## src/rtl/axi_slv_mem_if.sv

```systemverilog
// AXI bus bundle for axi_slv_mem.
// Carries the AR, AW, R, W and B channels. The slave modport is used by the
// memory; the master modport is for whatever drives it.
interface axi_slv_mem_if #(
  parameter int unsigned AW = 32,
  parameter int unsigned DW = 32
);
  logic            axi_arvalid;
  logic            axi_arready;
  logic [AW-1:0]   axi_araddr;
  logic [1:0]      axi_arburst;
  logic [3:0]      axi_arlen;

  logic            axi_awvalid;
  logic            axi_awready;
  logic [AW-1:0]   axi_awaddr;
  logic [1:0]      axi_awburst;
  logic [3:0]      axi_awlen;

  logic            axi_rvalid;
  logic            axi_rready;
  logic [DW-1:0]   axi_rdata;
  logic [1:0]      axi_rresp;
  logic            axi_rlast;

  logic            axi_wvalid;
  logic            axi_wready;
  logic [DW-1:0]   axi_wdata;
  logic [DW/8-1:0] axi_wstrb;
  logic            axi_wlast;

  logic            axi_bvalid;
  logic            axi_bready;
  logic [1:0]      axi_bresp;

  modport slave (
    input  axi_arvalid, axi_araddr, axi_arburst, axi_arlen,
    input  axi_awvalid, axi_awaddr, axi_awburst, axi_awlen,
    input  axi_rready,
    input  axi_wvalid, axi_wdata, axi_wstrb, axi_wlast,
    input  axi_bready,
    output axi_arready, axi_awready,
    output axi_rvalid, axi_rdata, axi_rresp, axi_rlast,
    output axi_wready,
    output axi_bvalid, axi_bresp
  );

  modport master (
    output axi_arvalid, axi_araddr, axi_arburst, axi_arlen,
    output axi_awvalid, axi_awaddr, axi_awburst, axi_awlen,
    output axi_rready,
    output axi_wvalid, axi_wdata, axi_wstrb, axi_wlast,
    output axi_bready,
    input  axi_arready, axi_awready,
    input  axi_rvalid, axi_rdata, axi_rresp, axi_rlast,
    input  axi_wready,
    input  axi_bvalid, axi_bresp
  );
endinterface

```

## src/rtl/axi_slv_mem.sv

```systemverilog
// AXI slave backed by a DEPTH x DW register-file memory.
// Supports FIXED/INCR/WRAP bursts of up to 16 beats with byte strobes and a
// per-beat OKAY/SLVERR response based on address range. Read and write
// channels have independent state machines and run concurrently.
// Ports:
//   clk  - clock
//   rst  - synchronous active-high reset
//   axi  - AR/AW/R/W/B channels (slave modport of axi_slv_mem_if)
module axi_slv_mem #(
  parameter int unsigned   AW    = 32,
  parameter int unsigned   DW    = 32,
  parameter int unsigned   DEPTH = 16,
  parameter logic [AW-1:0] BASE  = '0
) (
  input  logic            clk,
  input  logic            rst,
  axi_slv_mem_if.slave    axi
);

  localparam int unsigned NB = DW / 8;
  localparam int unsigned SB = $clog2(NB);
  localparam int unsigned IW = (DEPTH > 1) ? $clog2(DEPTH) : 1;

  localparam logic [1:0] BURST_FIXED = 2'b00;
  localparam logic [1:0] BURST_INCR  = 2'b01;
  localparam logic [1:0] BURST_WRAP  = 2'b10;
  localparam logic [1:0] RESP_OKAY   = 2'b00;
  localparam logic [1:0] RESP_SLVERR = 2'b10;

  typedef enum logic [1:0] {W_IDLE, W_DATA, W_RESP} w_state_e;
  typedef enum logic {R_IDLE, R_DATA} r_state_e;

  function automatic logic [AW-1:0] offset_of(input logic [AW-1:0] a);
    return a - BASE;
  endfunction

  function automatic logic in_range(input logic [AW-1:0] a);
    return (offset_of(a) >> SB) < AW'(DEPTH);
  endfunction

  function automatic logic [IW-1:0] word_idx(input logic [AW-1:0] a);
    return IW'(offset_of(a) >> SB);
  endfunction

  function automatic logic burst_bad(input logic [1:0] b, input logic [3:0] l);
    return (b == 2'b11) ||
           ((b == BURST_WRAP) && !(l inside {4'd1, 4'd3, 4'd7, 4'd15}));
  endfunction

  function automatic logic [1:0] burst_eff(input logic [1:0] b, input logic [3:0] l);
    return burst_bad(b, l) ? BURST_INCR : b;
  endfunction

  // Legal WRAP lengths make (len+1) a power of two, so the window mask is
  // simply len shifted over the byte-lane bits with those bits filled.
  function automatic logic [AW-1:0] next_addr(input logic [AW-1:0] a,
                                              input logic [1:0]    b,
                                              input logic [3:0]    l);
    logic [AW-1:0] step;
    logic [AW-1:0] mask;
    step = AW'(NB);
    mask = (AW'(l) << SB) | AW'(NB - 1);
    case (b)
      BURST_FIXED: return a;
      BURST_WRAP:  return (a & ~mask) | ((a + step) & mask);
      default:     return a + step;
    endcase
  endfunction

  // Memory (never reset)
  logic [DW-1:0] mem_q [DEPTH];
  logic          mem_we;
  logic [IW-1:0] mem_widx;

  // Write channel state
  w_state_e      w_state_q, w_state_d;
  logic [AW-1:0] waddr_q,   waddr_d;
  logic [1:0]    wburst_q,  wburst_d;
  logic [3:0]    wlen_q,    wlen_d;
  logic [3:0]    wcnt_q,    wcnt_d;
  logic          werr_q,    werr_d;
  logic          awready_q, awready_d;
  logic          wready_q,  wready_d;
  logic          bvalid_q,  bvalid_d;
  logic [1:0]    bresp_q,   bresp_d;
  logic          wbeat_err;
  logic          wbeat_last;

  // Read channel state
  r_state_e      r_state_q, r_state_d;
  logic [AW-1:0] raddr_q,   raddr_d;
  logic [1:0]    rburst_q,  rburst_d;
  logic [3:0]    rlen_q,    rlen_d;
  logic [3:0]    rcnt_q,    rcnt_d;
  logic          rerr_q,    rerr_d;
  logic          arready_q, arready_d;
  logic          rvalid_q,  rvalid_d;
  logic [DW-1:0] rdata_q,   rdata_d;
  logic [1:0]    rresp_q,   rresp_d;
  logic          rlast_q,   rlast_d;
  logic          rd_load;
  logic [AW-1:0] rd_addr;
  logic          rd_err;
  logic          rd_last;

  always_comb begin
    w_state_d  = w_state_q;
    waddr_d    = waddr_q;
    wburst_d   = wburst_q;
    wlen_d     = wlen_q;
    wcnt_d     = wcnt_q;
    werr_d     = werr_q;
    awready_d  = awready_q;
    wready_d   = wready_q;
    bvalid_d   = bvalid_q;
    bresp_d    = bresp_q;
    mem_we     = 1'b0;
    mem_widx   = word_idx(waddr_q);
    wbeat_err  = werr_q;
    wbeat_last = (wcnt_q == wlen_q);

    case (w_state_q)
      W_IDLE: begin
        if (axi.axi_awvalid) begin
          waddr_d   = axi.axi_awaddr;
          wburst_d  = burst_eff(axi.axi_awburst, axi.axi_awlen);
          wlen_d    = axi.axi_awlen;
          wcnt_d    = '0;
          werr_d    = burst_bad(axi.axi_awburst, axi.axi_awlen);
          awready_d = 1'b0;
          wready_d  = 1'b1;
          w_state_d = W_DATA;
        end
      end
      W_DATA: begin
        if (axi.axi_wvalid) begin
          if (in_range(waddr_q)) begin
            mem_we = !rst;
          end else begin
            wbeat_err = 1'b1;
          end
          if (axi.axi_wlast != wbeat_last) begin
            wbeat_err = 1'b1;
          end
          werr_d = wbeat_err;
          if (wbeat_last) begin
            wready_d  = 1'b0;
            bvalid_d  = 1'b1;
            bresp_d   = wbeat_err ? RESP_SLVERR : RESP_OKAY;
            w_state_d = W_RESP;
          end else begin
            wcnt_d  = wcnt_q + 4'd1;
            waddr_d = next_addr(waddr_q, wburst_q, wlen_q);
          end
        end
      end
      W_RESP: begin
        if (axi.axi_bready) begin
          bvalid_d  = 1'b0;
          awready_d = 1'b1;
          w_state_d = W_IDLE;
        end
      end
      default: w_state_d = W_IDLE;
    endcase
  end

  always_comb begin
    r_state_d = r_state_q;
    raddr_d   = raddr_q;
    rburst_d  = rburst_q;
    rlen_d    = rlen_q;
    rcnt_d    = rcnt_q;
    rerr_d    = rerr_q;
    arready_d = arready_q;
    rvalid_d  = rvalid_q;
    rdata_d   = rdata_q;
    rresp_d   = rresp_q;
    rlast_d   = rlast_q;
    rd_load   = 1'b0;
    rd_addr   = raddr_q;
    rd_err    = rerr_q;
    rd_last   = 1'b0;

    case (r_state_q)
      R_IDLE: begin
        if (axi.axi_arvalid) begin
          raddr_d   = axi.axi_araddr;
          rburst_d  = burst_eff(axi.axi_arburst, axi.axi_arlen);
          rlen_d    = axi.axi_arlen;
          rcnt_d    = '0;
          rerr_d    = burst_bad(axi.axi_arburst, axi.axi_arlen);
          arready_d = 1'b0;
          rvalid_d  = 1'b1;
          r_state_d = R_DATA;
          rd_load   = 1'b1;
          rd_addr   = axi.axi_araddr;
          rd_err    = burst_bad(axi.axi_arburst, axi.axi_arlen);
          rd_last   = (axi.axi_arlen == 4'd0);
        end
      end
      R_DATA: begin
        if (axi.axi_rready) begin
          if (rlast_q) begin
            rvalid_d  = 1'b0;
            arready_d = 1'b1;
            r_state_d = R_IDLE;
          end else begin
            raddr_d = next_addr(raddr_q, rburst_q, rlen_q);
            rcnt_d  = rcnt_q + 4'd1;
            rd_load = 1'b1;
            rd_addr = next_addr(raddr_q, rburst_q, rlen_q);
            rd_last = ((rcnt_q + 4'd1) == rlen_q);
          end
        end
      end
      default: r_state_d = R_IDLE;
    endcase

    // Reads sample mem_q before this edge's write lands, so a same-cycle
    // write to the same word is not visible in the loaded beat.
    if (rd_load) begin
      rdata_d = in_range(rd_addr) ? mem_q[word_idx(rd_addr)] : '0;
      rresp_d = (rd_err || !in_range(rd_addr)) ? RESP_SLVERR : RESP_OKAY;
      rlast_d = rd_last;
    end
  end

  always_ff @(posedge clk) begin
    if (mem_we) begin
      for (int unsigned b = 0; b < NB; b++) begin
        if (axi.axi_wstrb[b]) begin
          mem_q[mem_widx][b*8 +: 8] <= axi.axi_wdata[b*8 +: 8];
        end
      end
    end
  end

  always_ff @(posedge clk) begin
    if (rst) begin
      w_state_q <= W_IDLE;
      waddr_q   <= '0;
      wburst_q  <= '0;
      wlen_q    <= '0;
      wcnt_q    <= '0;
      werr_q    <= 1'b0;
      awready_q <= 1'b1;
      wready_q  <= 1'b0;
      bvalid_q  <= 1'b0;
      bresp_q   <= '0;
      r_state_q <= R_IDLE;
      raddr_q   <= '0;
      rburst_q  <= '0;
      rlen_q    <= '0;
      rcnt_q    <= '0;
      rerr_q    <= 1'b0;
      arready_q <= 1'b1;
      rvalid_q  <= 1'b0;
      rdata_q   <= '0;
      rresp_q   <= '0;
      rlast_q   <= 1'b0;
    end else begin
      w_state_q <= w_state_d;
      waddr_q   <= waddr_d;
      wburst_q  <= wburst_d;
      wlen_q    <= wlen_d;
      wcnt_q    <= wcnt_d;
      werr_q    <= werr_d;
      awready_q <= awready_d;
      wready_q  <= wready_d;
      bvalid_q  <= bvalid_d;
      bresp_q   <= bresp_d;
      r_state_q <= r_state_d;
      raddr_q   <= raddr_d;
      rburst_q  <= rburst_d;
      rlen_q    <= rlen_d;
      rcnt_q    <= rcnt_d;
      rerr_q    <= rerr_d;
      arready_q <= arready_d;
      rvalid_q  <= rvalid_d;
      rdata_q   <= rdata_d;
      rresp_q   <= rresp_d;
      rlast_q   <= rlast_d;
    end
  end

  assign axi.axi_awready = awready_q;
  assign axi.axi_wready  = wready_q;
  assign axi.axi_bvalid  = bvalid_q;
  assign axi.axi_bresp   = bresp_q;
  assign axi.axi_arready = arready_q;
  assign axi.axi_rvalid  = rvalid_q;
  assign axi.axi_rdata   = rdata_q;
  assign axi.axi_rresp   = rresp_q;
  assign axi.axi_rlast   = rlast_q;

endmodule

```

## src/flat_wrapper.sv

```systemverilog
// flat-port wrapper written by rule: the top's interface ports become plain ports
module axi_slv_mem_flat 
#(
  parameter int unsigned   AW    = 32,
  parameter int unsigned   DW    = 32,
  parameter int unsigned   DEPTH = 16,
  parameter logic [AW-1:0] BASE  = '0
)
  (clk, rst, axi_axi_arvalid, axi_axi_araddr, axi_axi_arburst, axi_axi_arlen, axi_axi_awvalid, axi_axi_awaddr, axi_axi_awburst, axi_axi_awlen, axi_axi_rready, axi_axi_wvalid, axi_axi_wdata, axi_axi_wstrb, axi_axi_wlast, axi_axi_bready, axi_axi_arready, axi_axi_awready, axi_axi_rvalid, axi_axi_rdata, axi_axi_rresp, axi_axi_rlast, axi_axi_wready, axi_axi_bvalid, axi_axi_bresp);
  axi_slv_mem_if #(.AW(AW), .DW(DW)) axi_i ();
  input  logic clk;
  input  logic rst;
  input wire logic [$bits(axi_i.axi_arvalid)-1:0] axi_axi_arvalid;
  input wire logic [$bits(axi_i.axi_araddr)-1:0] axi_axi_araddr;
  input wire logic [$bits(axi_i.axi_arburst)-1:0] axi_axi_arburst;
  input wire logic [$bits(axi_i.axi_arlen)-1:0] axi_axi_arlen;
  input wire logic [$bits(axi_i.axi_awvalid)-1:0] axi_axi_awvalid;
  input wire logic [$bits(axi_i.axi_awaddr)-1:0] axi_axi_awaddr;
  input wire logic [$bits(axi_i.axi_awburst)-1:0] axi_axi_awburst;
  input wire logic [$bits(axi_i.axi_awlen)-1:0] axi_axi_awlen;
  input wire logic [$bits(axi_i.axi_rready)-1:0] axi_axi_rready;
  input wire logic [$bits(axi_i.axi_wvalid)-1:0] axi_axi_wvalid;
  input wire logic [$bits(axi_i.axi_wdata)-1:0] axi_axi_wdata;
  input wire logic [$bits(axi_i.axi_wstrb)-1:0] axi_axi_wstrb;
  input wire logic [$bits(axi_i.axi_wlast)-1:0] axi_axi_wlast;
  input wire logic [$bits(axi_i.axi_bready)-1:0] axi_axi_bready;
  output wire logic [$bits(axi_i.axi_arready)-1:0] axi_axi_arready;
  output wire logic [$bits(axi_i.axi_awready)-1:0] axi_axi_awready;
  output wire logic [$bits(axi_i.axi_rvalid)-1:0] axi_axi_rvalid;
  output wire logic [$bits(axi_i.axi_rdata)-1:0] axi_axi_rdata;
  output wire logic [$bits(axi_i.axi_rresp)-1:0] axi_axi_rresp;
  output wire logic [$bits(axi_i.axi_rlast)-1:0] axi_axi_rlast;
  output wire logic [$bits(axi_i.axi_wready)-1:0] axi_axi_wready;
  output wire logic [$bits(axi_i.axi_bvalid)-1:0] axi_axi_bvalid;
  output wire logic [$bits(axi_i.axi_bresp)-1:0] axi_axi_bresp;
  assign axi_i.axi_arvalid = axi_axi_arvalid;
  assign axi_i.axi_araddr = axi_axi_araddr;
  assign axi_i.axi_arburst = axi_axi_arburst;
  assign axi_i.axi_arlen = axi_axi_arlen;
  assign axi_i.axi_awvalid = axi_axi_awvalid;
  assign axi_i.axi_awaddr = axi_axi_awaddr;
  assign axi_i.axi_awburst = axi_axi_awburst;
  assign axi_i.axi_awlen = axi_axi_awlen;
  assign axi_i.axi_rready = axi_axi_rready;
  assign axi_i.axi_wvalid = axi_axi_wvalid;
  assign axi_i.axi_wdata = axi_axi_wdata;
  assign axi_i.axi_wstrb = axi_axi_wstrb;
  assign axi_i.axi_wlast = axi_axi_wlast;
  assign axi_i.axi_bready = axi_axi_bready;
  assign axi_axi_arready = axi_i.axi_arready;
  assign axi_axi_awready = axi_i.axi_awready;
  assign axi_axi_rvalid = axi_i.axi_rvalid;
  assign axi_axi_rdata = axi_i.axi_rdata;
  assign axi_axi_rresp = axi_i.axi_rresp;
  assign axi_axi_rlast = axi_i.axi_rlast;
  assign axi_axi_wready = axi_i.axi_wready;
  assign axi_axi_bvalid = axi_i.axi_bvalid;
  assign axi_axi_bresp = axi_i.axi_bresp;
  axi_slv_mem #(.AW(AW), .DW(DW), .DEPTH(DEPTH), .BASE(BASE)) u_core (.clk(clk), .rst(rst), .axi(axi_i));
endmodule
```

## config.mk

```make
export PLATFORM = sky130hd
export DESIGN_NAME = axi_slv_mem_flat
export DESIGN_NICKNAME = d
export VERILOG_FILES = /design/src/rtl/axi_slv_mem_if.sv /design/src/rtl/axi_slv_mem.sv /design/src/flat_wrapper.sv
export SDC_FILE = /design/constraint.sdc
export NUM_CORES = 1
export LEC_CHECK = 0
export BUFFER_PORTS_ARGS = -buffer_cell sky130_fd_sc_hd__buf_2
export CORE_MARGIN = 10
export CORE_UTILIZATION = 50
export DETAILED_ROUTE_END_ITERATION = 8
export PLACE_DENSITY = 0.72
export SLEW_MARGIN = 20
export SYNTH_ARGS = -nofsm -noshare
export SYNTH_HDL_FRONTEND = slang
export SYNTH_SLANG_ARGS = --single-unit
```

## constraint.sdc

```tcl
create_clock -name clk -period 4.07 [get_ports clk]
set_clock_uncertainty 0.1 [all_clocks]
set_input_delay 0.6105 -clock clk [delete_from_list [all_inputs] [get_ports clk]]
set_output_delay 0.6105 -clock clk [all_outputs]
set_load 0.005 [all_outputs]
```

# Yosys cells after proc, flatten, opt, wreduce, memory -nomap -nowiden
# Memories as Yosys holds them, arrays and structs flattened.
# Cells that the tools add are included.
# totals
reg_bits	131
mem_bits_rw	512
inputBits	120
output_inout_bits	42
wordCells	180
n_memories	1
# memory_table
memory	depth	width	rd	rd_ports_with_merged_regs	write_ports	line_no	rtl
u_core.mem_q	16	32	1	0	1	axi_slv_mem.sv:71	logic [DW-1:0] mem_q [DEPTH];
# classes
addsub	4
order_cmp	2
eq_ne	30
n_mux	81
n_bitwise	9
n_reduce_logical	31
# op_table
op	n
32-bit one-hot mux with 2 select lines	4
32-bit two-way mux	7
32-bit by 3-bit adder with 32-bit output (second input constant)	2
32-bit bitwise AND	2
32-bit by 6-bit bitwise AND with 32-bit output	2
6-bit NOT with 32-bit output	2
32-bit bitwise OR	2
30-bit by 5-bit < comparator with 1-bit output (second input constant)	2
1-bit two-way mux	44
4-bit two-way mux	6
2-bit inequality test (second input constant)	10
4-bit AND reduction	5
1-bit one-hot mux with 2 select lines	9
2-bit two-way mux	8
4-bit one-hot mux with 2 select lines	2
3-bit AND reduction	5
2-bit == test (second input constant)	7
4-bit by 1-bit adder with 4-bit output (second input constant)	2
4-bit by 1-bit == test with 1-bit output (second input constant)	2
4-bit by 2-bit == test with 1-bit output (second input constant)	2
4-bit by 3-bit == test with 1-bit output (second input constant)	2
4-bit == test	2
4-bit == test (second input constant)	2
4-bit nonzero test	2
other kinds (13)	24

# Depth between registers and ports, before layout
# depth
ltp_word	11
ltp_mapped	13
ltp_nobuf	9

# Worst setup path after synthesis
# No wires, ideal clock.
# synth_timing
kind	input to register
startpoint	input axi_axi_rready
endpoint	register u_core.rdata_q[0] (netlist: u_core.axi.axi_rdata[0])
setup_time_ps	59
arrival_ps	2828
required_ps	3911
slack_ps	1084
cell_stages	10
n_path_buf	2
cell_sequence	nand2b_1 > buf_6 > nor4_1 > xnor2_1 > a21oi_1 > or4_1 > or3_4 > nor4_4 > buf_6 > a22o_1
# synth_via
elab_chain_cells	4
word_cells_on_any_way	7
cone_classes	1 x order compare; 5 x mux; 1 x memory
# synth_rtl
element	line_no	rtl
start, declared	flat_wrapper.sv:21	input wire logic [$bits(axi_i.axi_rready)-1:0] axi_axi_rready;
32-bit two-way mux	-	
32-bit one-hot mux with 2 select lines	-	
30-bit by 5-bit < comparator with 1-bit output / memory 16 x 32 bit (equally long branches)	-	
32-bit two-way mux	axi_slv_mem.sv:223	rdata_d = in_range(rd_addr) ? mem_q[word_idx(rd_addr)] : '0;
end signal, assigned	axi_slv_mem.sv:281	rdata_q <= rdata_d;
end, declared	axi_slv_mem.sv:98	logic [DW-1:0] rdata_q, rdata_d;
# Several ways; a longest one is shown, not always the timed one. The select of a mux whose other input is x is not followed.
# A chain may end at the register's enable or synchronous reset.

# Final worst setup path
# layout_timing
startpoint	register u_core.rlast_q (netlist: u_core.axi.axi_rlast)
endpoint	register u_core.rdata_q[26] (netlist: u_core.axi.axi_rdata[26])
# layout_via
elab_chain_cells	5
word_cells_on_any_way	9
cone_classes	1 x order compare; 7 x mux; 1 x memory
# layout_rtl
element	line_no	rtl
start, declared	axi_slv_mem.sv:100	logic rlast_q, rlast_d;
start signal, assigned	axi_slv_mem.sv:283	rlast_q <= rlast_d;
32-bit two-way mux	axi_slv_mem.sv:204	if (rlast_q) begin
32-bit two-way mux	-	
32-bit one-hot mux with 2 select lines	-	
30-bit by 5-bit < comparator with 1-bit output / memory 16 x 32 bit (equally long branches)	-	
32-bit two-way mux	axi_slv_mem.sv:223	
# Several ways; a longest one is shown, not always the timed one. The select of a mux whose other input is x is not followed.

==> flow_summary.toml <==
[hold_path]
holdCritPathClass = "in -> reg"

[synth]
ys_ff_latch = 637
synth_area_sq_um = 26900
ys.flop_type = "edfxtp_1"
synth_edf_count = 512
avgSynthCellArea_sq_um = 11.9
netlist_instances = 2273
async_flop_share_pct = 0
synth-seq-area-share_pct = 66.4
synth.distinct_cells = 67
yosysWarnings = 0

[setup_path]
critPathMaxFanout = 32
path_class = "reg -> reg"
r2r_cells = 9
cp.arrival_ns = 3.90
slowest_stage = "nor4_4"
critPathTopFamily = "simple AND/OR/NAND/NOR gates"
max_stage_delay_ns = 0.71
crit_chain = "nand2b_1 > nor4_4 > a21oi_1 > nor3_1 > nand4_1 > or3_4 > nor4_4 > buf_12 > a22o_1"
r2r_slack_ns = 0.63
cp.depth = 9
critPathCapture = "u_core.axi.axi_rdata[26]"
cp_common_cell = "nor4_4"
crit_start = "u_core.axi.axi_rlast"
worstReg2RegEnd = "u_core.axi.axi_rdata[26]"
cp.required_ns = 4.53
end_kind = "register"
start_kind = "register"
r2r_start = "u_core.axi.axi_rlast"
critPathBufInv = 1

[clock_tree]
post_cts_resized = 0
clock_latency_ns = 0.62
cts_tree = "yes"
h-tree-depth = 2
cts_made_buffers = 61
hold_buffers = 0
clkTransAtPathRegs_ns = 0.06
cts-root-buf = "clkbuf_16"
cts_setup_buffers = 0
cts_num_sinks = 637
clock_path_buffers = 3

[layout]
post-route-util_pct = 57.7
final_common_cell = "edfxtp_1"
stdcell_count = 3176
nets = 2553
area_growth_pct = 14.7
drive_above_1_share_pct = 14.9
layout_common_cells = "edfxtp_1 (512), nand2_1 (407), a21oi_1 (217), buf_2 (154), nor2_1 (140)"

[route]
ant_nets = 0
drt-total-wl_um = 66800
vias = 18909
via_per_inst = 5.95
routedWlPerCell_um = 21.0
first_pass_iters = 6
dr.first_iter.drc_count = 1959
drc = 0

[timing]
fin_crit_ns = 3.44
rsz0062_at_grt = "false"
maxSlewHeadroom_pct = 33.0
drv_slew = 0
final-setup-viol-count = 0
tightest_slew_ns = 1.00
fin_crit_sh_pct = 84.4
setup_slack_ns = 0.634
hold_violations = 0
finalSetupTns_ns = 0
fmax_mhz = 291

[status]
status = "finished clean"

[die]
io_pins = 162
core_area_sq_um = 53600
start_util_pct = 50.3
dieArea_sq_um = 63600
die_y_um = 252
fp.dieW_um = 252
row_count = 85

[place]
io_buffer_count = 155
place_ws_ns = 0.368
dp_cells = 3059
routabilityCongestion = 0.894
hpwl_um = 40200

[power]
p_leak_nw = 10.9
power_density_nw_per_um2 = 474
peakVddDrop_v = 0.000420

[global_routing]
grt_pass1_wl_um = 104000
antenna_found_initial = 4
track_usage_pct = 20.5
grt-ovfl-total = 0
grt_max_degree = 106
grt_pass1_vias = 18658

[run]
drv_cap = 0
-- sequential cells by signal, summed over array words and instances, names as in the netlist, 2 cells and up, named ones only --
register,flops
u_core.wlen_q,4
u_core.w_state_q,2
u_core.wburst_q,2
u_core.wcnt_q,4
u_core.rburst_q,2
u_core.waddr_q,27
u_core.axi.axi_rdata,32
u_core.rcnt_q,4
u_core.rlen_q,4
u_core.raddr_q,30
u_core.mem_q,512
-- routing by layer --
| layer | GRT usage (%) | wire, um | vias up |
|---|---|---|---|
| met1 | 26.8 | 27700 | 9207 |
| met2 | 34.0 | 32200 | 754 |
| met5 | 0 | 45 | - |
| met3 | 4.32 | 5540 | 112 |
| met4 | 5.75 | 1330 | 6 |
| li1 | - | - | 8830 |
-- Yosys cell counts, drive strengths merged, types with 2 or more instances --
cell / number / share of area [%]
edfxtp: 512 / 57
nand2: 407 / 5.7
a21oi: 218 / 4.0
nor2: 141 / 2.0
dfxtp: 125 / 9.3
clkbuf: 118 / 1.6
nand3: 95 / 1.8
mux2i: 83 / 3.1
a221oi: 72 / 2.4
buf: 44 / 0.85
a31oi: 42 / 0.98
a311oi: 40 / 1.3
o21ai: 39 / 0.74
nor2b: 38 / 0.88
a211oi: 34 / 0.95
a22o: 32 / 1.0
nor3: 32 / 0.59
xor2: 23 / 0.75
nand4: 22 / 0.58
nor4: 18 / 0.55
xnor2: 14 / 0.46
inv: 12 / 0.17
a22oi: 10 / 0.28
nand2b: 10 / 0.23
and3: 9 / 0.21
o31ai: 9 / 0.25
or3: 8 / 0.20
ha: 7 / 0.33
and2: 5 / 0.12
nor3b: 5 / 0.14
o211ai: 5 / 0.14
and4: 4 / 0.13
o21a: 4 / 0.11
or4: 4 / 0.13
a32o: 3 / 0.11
nand3b: 3 / 0.084
o21bai: 3 / 0.084
or2: 3 / 0.070
mux2: 2 / 0.084
o31a: 2 / 0.065
-- cell type report --
cell class                      instances  area [sq um]
Fill cell                            4290         22700
Sequential cell                       637         17900
Timing Repair Buffer                  251          1650
Inverter                               12          45.0
Clock buffer                           83          1660
Clock inverter                         33           390
Multi-Input combinational cell       1463          8420
Antenna cell                            1          2.50
Tap cell                              696           871
-- cell families after synthesis --
family | synth area share [%]
fa+ha+maj | 0.325
simple gates | 13.4
xor+xnor | 1.20
flops | 66.4
buf+inv | 2.67
other cells | 0.0139
compound gates | 12.8
mux | 3.17
-- stage by stage --
step	area [sq um]	hold slack, ns	power, W
global placement	28900	0.355	0.00895
finish	30900	0.115	0.0147
global route	30900	0.125	0.0152
CTS	30900	0.0903	0.0147
detailed placement	28900	0.361	0.00901
floorplan	26900	0.341	0.00847
-- worst reg2reg max path: stages (launching register included) --
cell and delay [ns]:
dfxtp_1 0.41, nand2b_1 0.38, nor4_4 0.72, a21oi_1 0.14, nor3_1 0.27, nand4_1 0.14
or3_4 0.44, nor4_4 0.29, buf_12 0.28, a22o_1 0.22
-- power by group --
group	internal [W]	switching (W)	total (W)
combinational	0.000599	0.00109	0.00169
clock	0.00336	0.00240	0.00577
sequential	0.00710	0.000106	0.00720
total	0.0111	0.00360	0.0147
-- how the worst min path moves through the flow --
| stage | from | end | slack, ns | cells after the start |
|---|---|---|---|---|
| after detailed placement | u_core.axi.axi_rdata[1] | u_core.axi.axi_rdata[1] | 0.36 | 1 |
| after floorplan | u_core.rerr_q | u_core.rerr_q | 0.34 | 2 |
| after global placement | u_core.axi.axi_bvalid | u_core.axi.axi_bvalid | 0.35 | 2 |
| after global routing | axi_axi_bready | u_core.axi.axi_bvalid | 0.12 | 2 |
| final | axi_axi_bready | u_core.axi.axi_bvalid | 0.12 | 2 |
| after CTS | axi_axi_bready | u_core.axi.axi_bvalid | 0.09 | 2 |
Note: power is estimated with default switching activity, not from simulation.
